`src/rtl/igbt_flt_mon_pkg.sv`:
```
// Shared types and constants for the IGBT driver fault monitor.
// Channel indices follow the H-bridge switch numbering K_1..K_4.
package igbt_pkg;

  localparam int NCH   = 4;
  localparam int CH_K1 = 0;
  localparam int CH_K2 = 1;
  localparam int CH_K3 = 2;
  localparam int CH_K4 = 3;

  typedef enum logic [2:0] {
    ST_IDLE  = 3'd0,
    ST_PULSE = 3'd1,
    ST_WAIT  = 3'd2,
    ST_CHECK = 3'd3,
    ST_DONE  = 3'd4
  } state_t;

  // Width of a counter that must hold 0..n-1 (at least one bit).
  function automatic int cnt_w(input int n);
    return (n > 1) ? $clog2(n) : 1;
  endfunction

endpackage

```
`src/rtl/igbt_flt_mon_filt.sv`:
```
// One driver fault line: 2-FF synchroniser followed by a consecutive-sample glitch filter.
// o_flt_lvl is the filtered fault level (1 = fault); o_flt_nxt is the level being loaded this cycle.
module flt_filt
  import igbt_pkg::*;
#(
  parameter int FILT_CYC = 20
) (
  input  logic clk,
  input  logic rstn,
  input  logic i_flt_n,
  output logic o_flt_lvl,
  output logic o_flt_nxt
);

  localparam int CW = cnt_w(FILT_CYC);

  logic          r_sync1;
  logic          r_sync2;
  logic          r_lvl;
  logic [CW-1:0] r_cnt;
  logic          w_smp;
  logic          w_flip;

  assign w_smp  = ~r_sync2;
  assign w_flip = (w_smp != r_lvl) && (r_cnt == CW'(FILT_CYC - 1));

  always_ff @(posedge clk or negedge rstn) begin
    if (!rstn) begin
      r_sync1 <= 1'b1;
      r_sync2 <= 1'b1;
      r_lvl   <= 1'b0;
      r_cnt   <= '0;
    end else begin
      r_sync1 <= i_flt_n;
      r_sync2 <= r_sync1;
      if (w_smp == r_lvl) begin
        r_cnt <= '0;
      end else if (w_flip) begin
        r_lvl <= w_smp;
        r_cnt <= '0;
      end else begin
        r_cnt <= r_cnt + 1'b1;
      end
    end
  end

  // Exposing the incoming level lets the latch set on the same edge the filter flips.
  assign o_flt_lvl = r_lvl;
  assign o_flt_nxt = w_flip ? w_smp : r_lvl;

endmodule

```
`src/rtl/igbt_flt_mon.sv`:
```
// Driver fault front end: filters the four fault lines, latches per-switch faults and runs
// the chkflt -> igbt_rst pulse/wait/check retry loop ending in a one-clock chkflt_over.
module igbt_flt_mon
  import igbt_pkg::*;
#(
  parameter int FILT_CYC      = 20,
  parameter int RST_PULSE_CYC = 500,
  parameter int RST_WAIT_CYC  = 1000,
  parameter int RETRY_MAX     = 3
) (
  input  logic           clk,
  input  logic           rstn,
  input  logic [NCH-1:0] drv_flt_n,
  input  logic           chkflt,
  output logic           fault1,
  output logic           fault2,
  output logic           fault3,
  output logic           fault4,
  output logic           fault,
  output logic [NCH-1:0] igbt_rst,
  output logic           chkflt_over,
  output state_t         dbg_state
);

  localparam int CMAX = (RST_PULSE_CYC > RST_WAIT_CYC) ? RST_PULSE_CYC : RST_WAIT_CYC;
  localparam int CW   = cnt_w(CMAX);
  localparam int RW   = $clog2(RETRY_MAX + 1);

  logic [NCH-1:0] w_flt_lvl;
  logic [NCH-1:0] w_flt_nxt;
  logic [NCH-1:0] r_latch;
  logic [NCH-1:0] w_latch_nxt;
  logic [NCH-1:0] w_clr;
  logic [NCH-1:0] w_remaining;
  logic           r_chk;
  logic           r_chk_prev;
  logic           w_chk_rise;
  state_t         r_state;
  state_t         w_state_nxt;
  logic [CW-1:0]  r_cnt;
  logic [CW-1:0]  w_cnt_nxt;
  logic [RW-1:0]  r_retry;
  logic [RW-1:0]  w_retry_nxt;
  logic [NCH-1:0] r_mask;
  logic [NCH-1:0] w_mask_nxt;
  logic [NCH-1:0] r_igbt_rst;
  logic           r_over;
  logic           r_fault;

  for (genvar g = 0; g < NCH; g++) begin : g_ch
    flt_filt #(.FILT_CYC(FILT_CYC)) u_filt (
      .clk       (clk),
      .rstn      (rstn),
      .i_flt_n   (drv_flt_n[g]),
      .o_flt_lvl (w_flt_lvl[g]),
      .o_flt_nxt (w_flt_nxt[g])
    );
  end

  // Request/ack: a rising edge on chkflt seen in IDLE is the request; chkflt_over is a
  // single-clock acknowledge when the sequence ends. Edges while busy are dropped, not queued.
  assign w_chk_rise  = r_chk & ~r_chk_prev;
  assign w_clr       = (r_state == ST_CHECK) ? ~w_flt_lvl : '0;
  assign w_remaining = r_latch & w_flt_lvl & r_mask;
  assign w_latch_nxt = (r_latch & ~w_clr) | w_flt_nxt;

  always_comb begin
    w_state_nxt = r_state;
    w_cnt_nxt   = r_cnt;
    w_retry_nxt = r_retry;
    w_mask_nxt  = r_mask;
    case (r_state)
      ST_IDLE: begin
        if (w_chk_rise) begin
          if (r_latch == '0) begin
            w_state_nxt = ST_DONE;
          end else begin
            w_mask_nxt  = r_latch;
            w_retry_nxt = RW'(1);
            w_cnt_nxt   = '0;
            w_state_nxt = ST_PULSE;
          end
        end
      end
      ST_PULSE: begin
        if (r_cnt == CW'(RST_PULSE_CYC - 1)) begin
          w_cnt_nxt   = '0;
          w_state_nxt = ST_WAIT;
        end else begin
          w_cnt_nxt = r_cnt + 1'b1;
        end
      end
      ST_WAIT: begin
        if (r_cnt == CW'(RST_WAIT_CYC - 1)) begin
          w_cnt_nxt   = '0;
          w_state_nxt = ST_CHECK;
        end else begin
          w_cnt_nxt = r_cnt + 1'b1;
        end
      end
      ST_CHECK: begin
        // Only switches still failing from the original mask are retried.
        if ((w_remaining == '0) || (r_retry == RW'(RETRY_MAX))) begin
          w_state_nxt = ST_DONE;
        end else begin
          w_mask_nxt  = w_remaining;
          w_retry_nxt = r_retry + 1'b1;
          w_cnt_nxt   = '0;
          w_state_nxt = ST_PULSE;
        end
      end
      ST_DONE:  w_state_nxt = ST_IDLE;
      default:  w_state_nxt = ST_IDLE;
    endcase
  end

  always_ff @(posedge clk or negedge rstn) begin
    if (!rstn) begin
      r_chk      <= 1'b0;
      r_chk_prev <= 1'b0;
      r_latch    <= '0;
      r_state    <= ST_IDLE;
      r_cnt      <= '0;
      r_retry    <= '0;
      r_mask     <= '0;
      r_igbt_rst <= '0;
      r_over     <= 1'b0;
      r_fault    <= 1'b0;
    end else begin
      r_chk      <= chkflt;
      r_chk_prev <= r_chk;
      r_latch    <= w_latch_nxt;
      r_state    <= w_state_nxt;
      r_cnt      <= w_cnt_nxt;
      r_retry    <= w_retry_nxt;
      r_mask     <= w_mask_nxt;
      r_igbt_rst <= (w_state_nxt == ST_PULSE) ? w_mask_nxt : '0;
      r_over     <= (w_state_nxt == ST_DONE);
      r_fault    <= |w_latch_nxt;
    end
  end

  assign fault1      = r_latch[CH_K1];
  assign fault2      = r_latch[CH_K2];
  assign fault3      = r_latch[CH_K3];
  assign fault4      = r_latch[CH_K4];
  assign fault       = r_fault;
  assign igbt_rst    = r_igbt_rst;
  assign chkflt_over = r_over;
  assign dbg_state   = r_state;

endmodule

```
`config.mk`:
```
export PLATFORM = sky130hd
export DESIGN_NAME = igbt_flt_mon
export DESIGN_NICKNAME = d
export VERILOG_FILES = /design/src/rtl/igbt_flt_mon_pkg.sv /design/src/rtl/igbt_flt_mon_filt.sv /design/src/rtl/igbt_flt_mon.sv
export SDC_FILE = /design/constraint.sdc
export NUM_CORES = 1
export LEC_CHECK = 0
export CAP_MARGIN = 15
export CORE_AREA = 2 2 98 110
export CTS_CLUSTER_DIAMETER = 200
export DETAILED_ROUTE_END_ITERATION = 10
export DIE_AREA = 0 0 100 112
export PLACE_DENSITY_LB_ADDON = 0.15
export SKIP_CTS_REPAIR_TIMING = 1
export SLEW_MARGIN = 40
export SYNTH_ARGS = -nofsm -noshare
export SYNTH_HDL_FRONTEND = slang
export SYNTH_HIERARCHICAL = 1
export SYNTH_SLANG_ARGS = --single-unit
```
`constraint.sdc`:
```
create_clock -name clk -period 1.8 [get_ports clk]
set_input_delay 0.36 -clock clk [delete_from_list [all_inputs] [get_ports clk]]
set_output_delay 0.36 -clock clk [all_outputs]
set_load 0.05 [all_outputs]
```
### After elaboration in Yosys (flattened, before gate mapping)

Cells that the tools add are included.

* bitwise gates (word level): 12
* multiplexer cells: 34
* $add $sub $neg: 6
* equality and inequality tests: 23
* reduce and logical (&&, ||, !) cells: 13

Operators with widths (number)
* 2-to-1 mux 10 bit: 5
* 2-to-1 mux 5 bit: 8
* case mux 10 bit (4 select lines): 1
* adder 5 x 1 -> 5 bit, second input constant: 4
* equality test 5 bit, second input constant: 4
* 2-to-1 mux 4 bit: 5
* 2-to-1 mux 3 bit: 5
* AND 4 bit: 3
* case mux 3 bit (4 select lines): 1
* adder 10 x 1 -> 10 bit, second input constant: 1
* equality test 10 bit, second input constant: 1
* equality test 10 x 9 -> 1 bit, second input constant: 1
* logical NOT 4 bit: 2
* NOT 4 bit: 2
* case mux 4 bit (2 select lines): 1
* AND reduction 4 bit: 2
* equality test 3 x 1 -> 1 bit, second input constant: 2
* equality test 3 x 2 -> 1 bit, second input constant: 2
* 2-to-1 mux 2 bit: 3
* != test 2 bit, second input constant: 3
* NOT 1 bit: 5
* equality test 1 bit: 4
* logical AND 1 bit: 4
* 2-to-1 mux 1 bit: 4
* 12 further kinds: 15

* register bits after elaboration: 63

### Longest topological paths before layout

Gate-level depths: netlist of run 1.

* word-level depth: 8
* mapped depth: 8
* mapped depth without buffers: 6

### Hierarchy

Netlist of run 1, hierarchy kept.

Modules (own cells, without submodules)
* igbt_flt_mon: area each 1655.3 µm², cells an instance 163, instances 1
* flt_filt: area each 329.1 µm², cells an instance 25, instances 4

### Least setup slack after synthesis of run 1

OpenSTA, ideal clock, no wires.

* kind: flip-flop to flip-flop
* start point: reg r_state[0] (netlist: dbg_state[0])
* end point: reg, netlist name r_cnt[4]
* path buffers: 1
* setup slack: -0.159 ns
* data arrival time: 1.869 ns
* data required time: 1.710 ns
* library setup time: 0.090 ns
* period minus slack after synthesis: 1.959 ns
* cell stages (with the launch flop): 7
* path through: dfrtp_1 > buf_4 > or3b_1 > a31oi_2 > a21oi_4 > or3_1 > o221ai_1

RTL lines
* start: declaration: line igbt_flt_mon.sv:38 `state_t r_state;`
* start signal: assignment: line igbt_flt_mon.sv:133 `r_state <= w_state_nxt;`

### Worst setup path after layout of run 1

* start point: reg g_ch[3].u_filt.r_cnt[0]
* end point: reg r_fault (netlist: fault)

* word-level cells in the longest chain between the ends: 5

Ends and longest elaborated chain
* start: declaration: line igbt_flt_mon_filt.sv:20 `logic [CW-1:0] r_cnt;`
* start signal: assignment: line igbt_flt_mon_filt.sv:42 `r_cnt <= r_cnt + 1'b1;`
* equality test 5 bit: line igbt_flt_mon_filt.sv:25 `assign w_flip = (w_smp != r_lvl) && (r_cnt == CW'(FILT_CYC - 1));`
* logical AND 1 bit: line igbt_flt_mon_filt.sv:25
* 2-to-1 mux 1 bit: line igbt_flt_mon_filt.sv:49 `assign o_flt_nxt = w_flip ? w_smp : r_lvl;`
* via w_flt_nxt[3]: line igbt_flt_mon.sv:30 `logic [NCH-1:0] w_flt_nxt;`
* OR 4 bit: line igbt_flt_mon.sv:65 `assign w_latch_nxt = (r_latch & ~w_clr) | w_flt_nxt;`
* via w_latch_nxt[3]: line igbt_flt_mon.sv:32 `logic [NCH-1:0] w_latch_nxt;`
* OR reduction 4 bit: line igbt_flt_mon.sv:139 `r_fault <= |w_latch_nxt;`
* end signal: assignment: line igbt_flt_mon.sv:139
* end: declaration: line igbt_flt_mon.sv:48 `logic r_fault;`

The timed path passes the listed nets, and every way through them passes these cells.
A chain may end at the register's enable or synchronous reset.

==> results of run 1 <==
-- sequential cells by signal, summed over array words and instances, names as in the netlist --
name                   flops
r_chk_prev                 1
g_ch.u_filt/r_sync1        4
r_latch                    4
r_chk                      1
r_retry                    2
r_cnt                     10
g_ch.u_filt/r_cnt         20
chkflt_over                1
dbg_state                  3
g_ch.u_filt/r_sync2        4
fault                      1
igbt_rst                   4
g_ch.u_filt/o_flt_lvl      4
r_mask                     4
-- synth_stat cells, types with 2 or more instances --
| cell | instances | area share (%) |
|---|---|---|
| dfrtp_1 | 55 | 46 |
| nor2_1 | 24 | 3.0 |
| o21ai_0 | 19 | 3.2 |
| nand2_1 | 18 | 2.3 |
| nand3_1 | 14 | 2.4 |
| a21oi_1 | 10 | 1.7 |
| dfstp_2 | 8 | 7.1 |
| inv_1 | 8 | 1.0 |
| xnor2_1 | 8 | 2.4 |
| xor2_1 | 8 | 2.4 |
| a21o_1 | 7 | 1.8 |
| o21ai_1 | 7 | 1.2 |
| ha_1 | 6 | 2.5 |
| nor3b_2 | 6 | 2.5 |
| and2_1 | 5 | 1.1 |
| nand2b_1 | 5 | 1.1 |
| nand2_2 | 4 | 0.84 |
| nand4bb_4 | 4 | 3.7 |
| nor2b_1 | 4 | 0.84 |
| a31o_1 | 3 | 0.88 |
| and3_1 | 3 | 0.63 |
| o22ai_1 | 3 | 0.63 |
| and4b_1 | 2 | 0.67 |
| buf_2 | 2 | 0.34 |
| mux2i_1 | 2 | 0.67 |
| nor3_1 | 2 | 0.34 |
| or3_1 | 2 | 0.42 |
-- power by group through the flow --
stage               sequential (mW)  clock [mW]  combinational (mW)
finish                         1.50        1.63               0.167
global route                   1.50        1.75               0.190
CTS                            1.49        1.69               0.164
detailed placement             1.51           0               0.162
global placement               1.51           0               0.162
floorplan                      1.52           0              0.0704
-- logic make-up after synthesis --
| kind of cell | count (synthesis) | share of synthesized area (%) |
|---|---|---|
| DFF | 63 | 53.39 |
| buffers and inverters | 13 | 2.105 |
| muxes | 2 | 0.6737 |
| AOI/OAI and AO/OA | 58 | 13.22 |
| adders and majority gates | 6 | 2.526 |
| and+or+nand+nor | 105 | 23.37 |
| xor gates and xnor gates | 16 | 4.716 |
-- stage by stage --
stage	total power [mW]	cell area, um2	worst slack (ps)	hold WS [ps]	setup TNS [ps]
2_1_floorplan	1.591	2990	-4.153	64.41	-4.153
3_3_place_gp	1.677	3506	59.93	347.5	0
3_5_place_dp	1.677	3506	53.68	347.5	0
4_1_cts	3.346	3787	36.26	21.67	0
5_1_grt	3.444	3854	-31.26	54.15	-31.26
6_report	3.292	3854	79.00	14.87	0
-- layer usage --
layer	vias up	global-route usage, %	routed length, um
li1	1041	-	-
met1	1041	15.38	2829
met2	27	17.75	2897
met3	11	3.202	183
met4	0	8.311	186
met5	-	0	0
-- layout make-up --
| cell class | count | area (um2) |
|---|---|---|
| clock buffer | 16 | 281.5 |
| multi-input combinational | 187 | 1374 |
| sequential | 63 | 1594 |
| timing repair buffer | 48 | 420.4 |
| inverter | 8 | 30.03 |
| tap | 123 | 153.9 |
| fill | 1007 | 6296 |
-- path summary, 6_finish.rpt --
| check | startpoint | to | slack, ps | depth (start not counted) |
|---|---|---|---|---|
| max | g_ch[3].u_filt/r_cnt[0] | fault | 80 | 6 |
| min | rstn | r_mask[3] | 10 | 1 |
| max reg2reg | g_ch[3].u_filt/r_cnt[0] | fault | 80 | 6 |
| min reg2reg | g_ch[1].u_filt/r_sync1 | g_ch[1].u_filt/r_sync2 | 350 | 0 |
| max in group asynchronous | rstn | g_ch[2].u_filt/r_sync1 | 1190 | 2 |
| min in group clk | g_ch[1].u_filt/r_sync1 | g_ch[1].u_filt/r_sync2 | 350 | 0 |
-- worst max-delay path, cell delays in order (launching register included) --
cell and delay, ps:
dfrtp_1 400, ha_4 180, nand4bb_4 130, nand2_2 90, o21ai_0 100, nand2b_1 180, or4_4 510
==> results by group, run 1 <==
Detailed routing
  • DR pass1 iterations: 4
  • WL per Instance: ~14 um
  • Drt first-iter violations: 83
  • Drt via density: about 4.8
  • DRC: 0
  • Via count: around 2100
  • Post-DRT Antenna Nets: 0
  • Final wirelength: roughly 6100 um

Synth
  • Syn Area/Cell: approximately 11 um2
  • Post-synth EDFFs: 0
  • Most used flip-flop cell after synthesis: dfrtp_1
  • Synth cell types: slightly above 50
  • Mapped Area: around 3000 um2
  • YS warnings: 6
  • Asr flop ratio synth: 100.0%
  • Cells after Synth: 263
  • Sequential-to-total area share from yosys stat: between 50% and 60%
  • Syn_nets: around 280
  • Synthesis-stage register bit count: 63

Placement
  • DPL Wire Length: roughly 4300 um
  • Inst Count DP: around 430
  • Port buffer count: 19
  • Final Wtd Congestion: slightly above 0.7

Cells and area
  • Share of layout cells above drive strength 1: approximately 31%
  • Most common cell after layout, fill and taps aside: dfrtp_1
  • Commonest cells after routing, fill and taps aside: 49 x dfrtp_1, 38 x buf_4, 24 x nor2_1
  • Area delta synth->final: 29.68%
  • Post-route insts no fill: 445
  • Core Util, Final: 37.97%
  • Antenna Diode Count: 0
  • Nets: 330

Critical path
  • Max Fanout on Critical Path: 4
  • Required @ worst endpoint: about 2000 ps
  • WS Path Type: flop to flop
  • CP startpoint kind: flop
  • CP Capture Type: flop
  • Arrival @ worst endpoint: 1930 ps

Power
  • Worst VDD drop: ~340 uV
  • P_sw: approximately 700 uW
  • P_leak: ~1.7 nW
  • Internal: around 2.6 mW
  • Clock power share: between 40% and 50%
  • Register share of total power: about 46%
  • Combinational power share: between 5 and 6%
  • Switching Share: a little over a fifth
  • PD cells: ~850 nW/um2

Global routing
  • Total GRT Usage: approximately 12%
  • Initial antenna violation count: 0
  • First-pass GRT wire length: between 10000 and 15000 um
  • Aggregate global routing overflow: 0
  • Vias in the first global route: ~2100
  • Largest net degree at the start of global routing: 24

STA
  • Max Slew Vio Count: 0
  • Hold Vio Cnt, Final: 0
  • Fmax: a little under 600 MHz
  • Tmin final: roughly 1700 ps
  • Final setup vio count: 0
  • Least-Margin Pin Slew: approximately 550 ps
  • Worst clock skew: between 7 and 8 ps
  • Rel. slew slack: between 60 and 70%
  • Fin crit share: ~96%

Clock network
  • Sink Count: 63
  • CTS tree: yes
  • Htree depth: 3
  • Clock latency on the worst-skew pair: approximately 340 ps
  • Clk buf depth: 2
  • Clk slew on worst S/H paths: ~50 ps
  • Clock Tree Root: clkbuf_16
  • CTS buffer count: 9

Floorplanning
  • Die Y: ~110 um
  • Horiz. Die Dim: 100 um
  • Io pins: 20
  • Core Area: roughly 10000 um2
  • Initial Util: approximately 30%
  • Std-Cell Rows: 39
  • Die area: about 11000 um2

Worst hold path
  • Hold Crit Class: primary input to async pin

Flow run
  • Maxcap violations: 0

Run status
  • Result of the run: complete, no violations
Power figures use the tool's default switching activity.
==> run 2: changes to the inputs <==
CORE_AREA = 2 2 72 81   (was 2 2 98 110)
DIE_AREA = 0 0 74 83   (was 0 0 100 112)
==> run 2 against run 1 <==
Compared with the run above:
- non-clock buffer count is 3 higher
- die area is 45% lower
- first-iteration DRC count is 61% higher
- sequential share of layout area is 0.92 points higher
- clock power is 15% lower
- sequential power hardly changed
- worst setup slack worse by 49 ps
- largest power group is now registers
==> results by group, run 2 (synthesized netlist as in run 1, its figures left out) <==
Global routing
  • Total GRT Usage: about a fifth
  • Aggregate global routing overflow: 0
  • Met2 usage: 32.71%
  • Layer with the highest usage: met2
  • Largest net degree at the start of global routing: 64
  • First-pass GRT wire length: ~10000 um
  • Initial antenna violation count: 0
  • Vias in the first global route: around 2200
  • Met1 Resource Use GR: a little over a quarter
  • GR Util met3: between 4 and 5%

Detailed routing
  • Drt first-iter violations: around 130
  • Post-DRT Antenna Nets: 0
  • DR pass1 iterations: 4
  • DRC: 0
  • Final wirelength: roughly 5800 um
  • Drt via density: roughly 5.4
  • Via count: around 2100
  • WL per Instance: 14.51 um

Placement
  • Final Wtd Congestion: 0.8351
  • Inst Count DP: 378
  • Port buffer count: 19
  • Pre-CTS WS: -18.49 ps
  • Placed inst area: about 3400 um2
  • DPL Wire Length: roughly 3800 um

Cells and area
  • Largest Register: g_ch.u_filt/r_cnt
  • Antenna Diode Count: 0
  • Nets: ~330
  • Post-route insts no fill: 400
  • Most common cell after layout, fill and taps aside: dfrtp_1
  • Core Util, Final: around 71%
  • Commonest cells after routing, fill and taps aside: 48 x dfrtp_1, 42 x buf_4, 24 x nor2_1
  • Filler cell count: around 390
  • Share of layout cells above drive strength 1: roughly a third
  • Max reg flops: 20
  • Area delta synth->final: 26.95%
  • Top flop regs: g_ch.u_filt/r_cnt: 20 flops, r_cnt: 10 flops
  • Final instance area: ~3800 um2

Critical path
  • Worst r2r path cells: 6
  • Required @ worst endpoint: 2060 ps
  • Arrival @ worst endpoint: between 2000 and 2500 ps
  • Reg2Reg Capture Point: r_cnt[4]
  • Max Fanout on Critical Path: 18
  • Instance count on the critical path: 6
  • CP cell instances: or3b_4 > a31oi_4 > a21oi_4 > buf_12 > or3_1 > o221ai_2
  • CP Launch Point: dbg_state[1]
  • CP Capture Type: flop
  • CP delay by family, top: simple AND/OR/NAND/NOR gates
  • CP startpoint kind: flop
  • Worst setup path endpoint: r_cnt[4]
  • CP max stage delay: between 400 and 500 ps
  • Worst Path Buf+Inv: 1
  • WS Path Type: flop to flop
  • Critical-path top delay cell: dfrtp_2
  • Reg-to-reg startpoint: dbg_state[1]
  • Reg2reg setup slack: a little under 30 ps

Run status
  • Result of the run: complete, no violations

Clock network
  • Htree depth: 3
  • Clk slew on worst S/H paths: ~70 ps
  • CTS buffer count: 9
  • Clock latency on the worst-skew pair: between 300 and 400 ps
  • CTS tree: yes
  • Clock Tree Root: clkbuf_8
  • Clk buf depth: 2
  • Sink Count: 63

Power
  • Total power: 3.033 mW
  • PD cells: 803.9 nW/um2
  • P_leak: 1.675 nW
  • Worst VDD drop: between 300 and 400 uV

Floorplanning
  • Io pins: 20
  • Std-Cell Rows: 28
  • Core Area: ~5300 um2
  • Die area: 6142 um2
  • Initial Util: a little under three fifths
  • Horiz. Die Dim: ~74 um
  • Die Y: a little over 80 um

STA
  • Tmin final: roughly 1800 ps
  • Least-Margin Pin Slew: a little over 400 ps
  • Rel. slew slack: 73.08%
  • Fin crit share: 98.35%
  • Max Slew Vio Count: 0
  • Worst clock skew: around 9.2 ps
  • Final WS setup: 29.62 ps
  • Hold Vio Cnt, Final: 0
  • Final setup vio count: 0
  • Fmax: between 500 and 600 MHz

Flow run
  • Maxcap violations: 0

Worst hold path
  • Hold Crit Class: primary input to async pin
## run 2: worst min path at each step
stage | depth (start not counted) | endpoint | start | slack, ps
global route | 2 | g_ch[2].u_filt/r_cnt[0] | rstn | 50
global placement | 0 | g_ch[1].u_filt/r_sync2 | g_ch[1].u_filt/r_sync1 | 350
CTS | 2 | r_chk | rstn | 30
floorplan | 0 | chkflt_over | rstn | 60
finish | 2 | g_ch[2].u_filt/r_cnt[3] | rstn | 30
detailed placement | 0 | g_ch[3].u_filt/r_sync2 | g_ch[3].u_filt/r_sync1 | 350
## run 2: through the flow
stage / hold slack [ps] / TNS, ps
6_report: 30.27 / 0
4_1_cts: 32.79 / -69.55
2_1_floorplan: 64.41 / -4.153
3_5_place_dp: 347.2 / -31.99
5_1_grt: 45.85 / -25.92
3_3_place_gp: 345.2 / 0
## run 2: area by class of cell
| class | instances | area [um2] | share of cell area [%] |
|---|---|---|---|
| clock buffer | 13 | 158.9 | 4.212 |
| clock inverter | 3 | 65.06 | 1.725 |
| inverter | 8 | 30.03 | 0.7960 |
| multi-input combinational | 187 | 1408 | 37.31 |
| sequential | 63 | 1595 | 42.29 |
| tap | 75 | 93.84 | 2.488 |
| timing repair buffer | 51 | 421.7 | 11.18 |
## run 2: report_power, final
group	leakage (nW)	internal, mW	total (mW)	switching [mW]
logic	0.742	0.0698	0.157	0.0869
clock network	0.114	0.855	1.38	0.526
registers	0.819	1.46	1.50	0.0338
## run 2: per-layer routing
| metal | vias up | share of wire (%) |
|---|---|---|
| met3 | 12 | 3.1 |
| met2 | 39 | 52 |
| met5 | - | 0 |
| met1 | 1043 | 43 |
| met4 | 0 | 1.8 |
| li1 | 1055 | - |
==> run 3: changes to the inputs <==
clock period = 2 ns   (was 1.8 ns; I/O delays follow)
==> run 3 against run 2 <==
Compared with the run above:
- die area did not move
- critical endpoint is now igbt_rst[1]
- via count decreased by 6.3%
- worst setup slack gained 120 ps
- sequential power down 11%
- register-to-register slack better by 130 ps
- cell count decreased by 5.8%
- critical path depth fell by 5
- global-route usage down 1.8 points
- clock skew rose by 3.2 ps
==> results by group, run 3 (synthesized netlist as in run 1, its figures left out) <==
STA
  • Fin crit share: between 90 and 100%
  • Sum of negative setup slack: 0 ps
  • Hold Vio Cnt, Final: 0
  • Fmax: 540.5 MHz
  • Worst clock skew: around 12 ps
  • Max Slew Vio Count: 0
  • Final WS setup: 149.7 ps
  • Tmin final: around 1900 ps
  • Least-Margin Pin Slew: a little under 500 ps
  • Final setup vio count: 0
  • Rel. slew slack: 67.17%
  • Hold slack: roughly 74 ps
  • Unrepaired setup endpoints after global routing: no

Detailed routing
  • Post-DRT Antenna Nets: 0
  • Met3 wire len: 149 um
  • Drt via density: 5.342
  • DR pass1 iterations: 4
  • DRC: 0
  • WL per Instance: around 13 um
  • Final wirelength: about 5000 um
  • DR WL met2: between 2000 and 2500 um
  • Via count: just over 2000
  • Highest metal used: met4
  • WL met1: 2401 um
  • Drt first-iter violations: 96

Placement
  • Placed inst area: 3273 um2
  • Final Wtd Congestion: between 0.7 and 0.8
  • DPL Wire Length: 3492 um
  • Port buffer count: 19
  • Pre-CTS WS: between 100 and 150 ps
  • Inst Count DP: 360

Cells and area
  • Filler cell count: 421
  • Top flop regs: g_ch.u_filt/r_cnt: 20 flops, r_cnt: 10 flops
  • Most common cell after layout, fill and taps aside: dfrtp_1
  • Final instance area: 3456 um2
  • Post-route insts no fill: around 380
  • Nets: 310
  • Largest Register: g_ch.u_filt/r_cnt
  • Area delta synth->final: 16.29%
  • Antenna Diode Count: 0
  • Max reg flops: 20
  • Core Util, Final: 65.33%
  • Share of layout cells above drive strength 1: 19.87%
  • Commonest cells after routing, fill and taps aside: 55 x dfrtp_1, 24 x nor2_1, 19 x o21ai_0

Critical path
  • CP Capture Type: output pin
  • CP delay by family, top: buffers and inverters
  • CP max stage delay: roughly 800 ps
  • Worst Path Buf+Inv: 1
  • CP startpoint kind: flop
  • CP cell instances: clkdlybuf4s50_1
  • Arrival @ worst endpoint: 1450 ps
  • Required @ worst endpoint: around 1600 ps
  • Critical-path top delay cell: clkdlybuf4s50_1
  • WS Path Type: flop to output pin
  • Max Fanout on Critical Path: 1

Clock network
  • Clk buf depth: 2
  • CTS tree: yes
  • Sink Count: between 60 and 70
  • Clk slew on worst S/H paths: around 60 ps
  • Clock latency on the worst-skew pair: between 300 and 400 ps
  • Htree depth: 3
  • Clock Tree Root: clkbuf_8
  • CTS buffer count: 9

Power
  • Total power: 2.391 mW
  • Worst VDD drop: 517.8 uV
  • PD cells: a little under 700 nW/um2
  • P_leak: around 1.5 nW

Flow run
  • Maxcap violations: 0

Global routing
  • Aggregate global routing overflow: 0
  • Vias in the first global route: 2034
  • Largest net degree at the start of global routing: between 60 and 70
  • Initial antenna violation count: 0
  • Total GRT Usage: 18.96%
  • First-pass GRT wire length: ~8900 um

Floorplanning
  • Io pins: 20
  • Die Y: about 83 um
  • Horiz. Die Dim: 74 um
  • Die area: about 6000 um2
  • Std-Cell Rows: 28
  • Initial Util: 56.17%
  • Core Area: 5290 um2

Run status
  • Result of the run: complete, no violations

Worst hold path
  • Hold Crit Class: primary input to async pin
-- run 3: power by group --
group,internal (mW),switching (mW),leakage (nW)
registers,1.32,0.0266,0.831
clock network,0.482,0.442,0.0844
logic,0.0528,0.0730,0.609
-- run 3: cell type report --
class | instances | area, um2 | area share, %
Clock inverter | 2 | 10.01 | 0.2896
Tap cell | 75 | 93.84 | 2.715
Clock buffer | 14 | 152.6 | 4.417
Inverter | 8 | 30.03 | 0.8689
Sequential cell | 63 | 1587 | 45.91
Multi-Input combinational cell | 187 | 1323 | 38.27
Timing Repair Buffer | 28 | 260.3 | 7.531
-- run 3: final timing paths --
check / depth (start not counted) / end / slack [ps] / start
min reg2reg: 0 / g_ch[1].u_filt/r_sync2 / 360 / g_ch[1].u_filt/r_sync1
min: 2 / g_ch[2].u_filt/r_cnt[0] / 70 / rstn
max reg2reg: 6 / r_cnt[4] / 160 / dbg_state[1]
min in group clk: 0 / g_ch[1].u_filt/r_sync2 / 360 / g_ch[1].u_filt/r_sync1
max: 1 / igbt_rst[1] / 150 / igbt_rst[1]
max in group asynchronous: 2 / g_ch[0].u_filt/r_sync2 / 1620 / rstn
-- run 3: layer usage --
layer	vias to the layer above	track usage [%]
met5	-	0
met4	0	7.438
met3	7	5.825
met2	34	29.95
met1	973	24.02
li1	1000	-
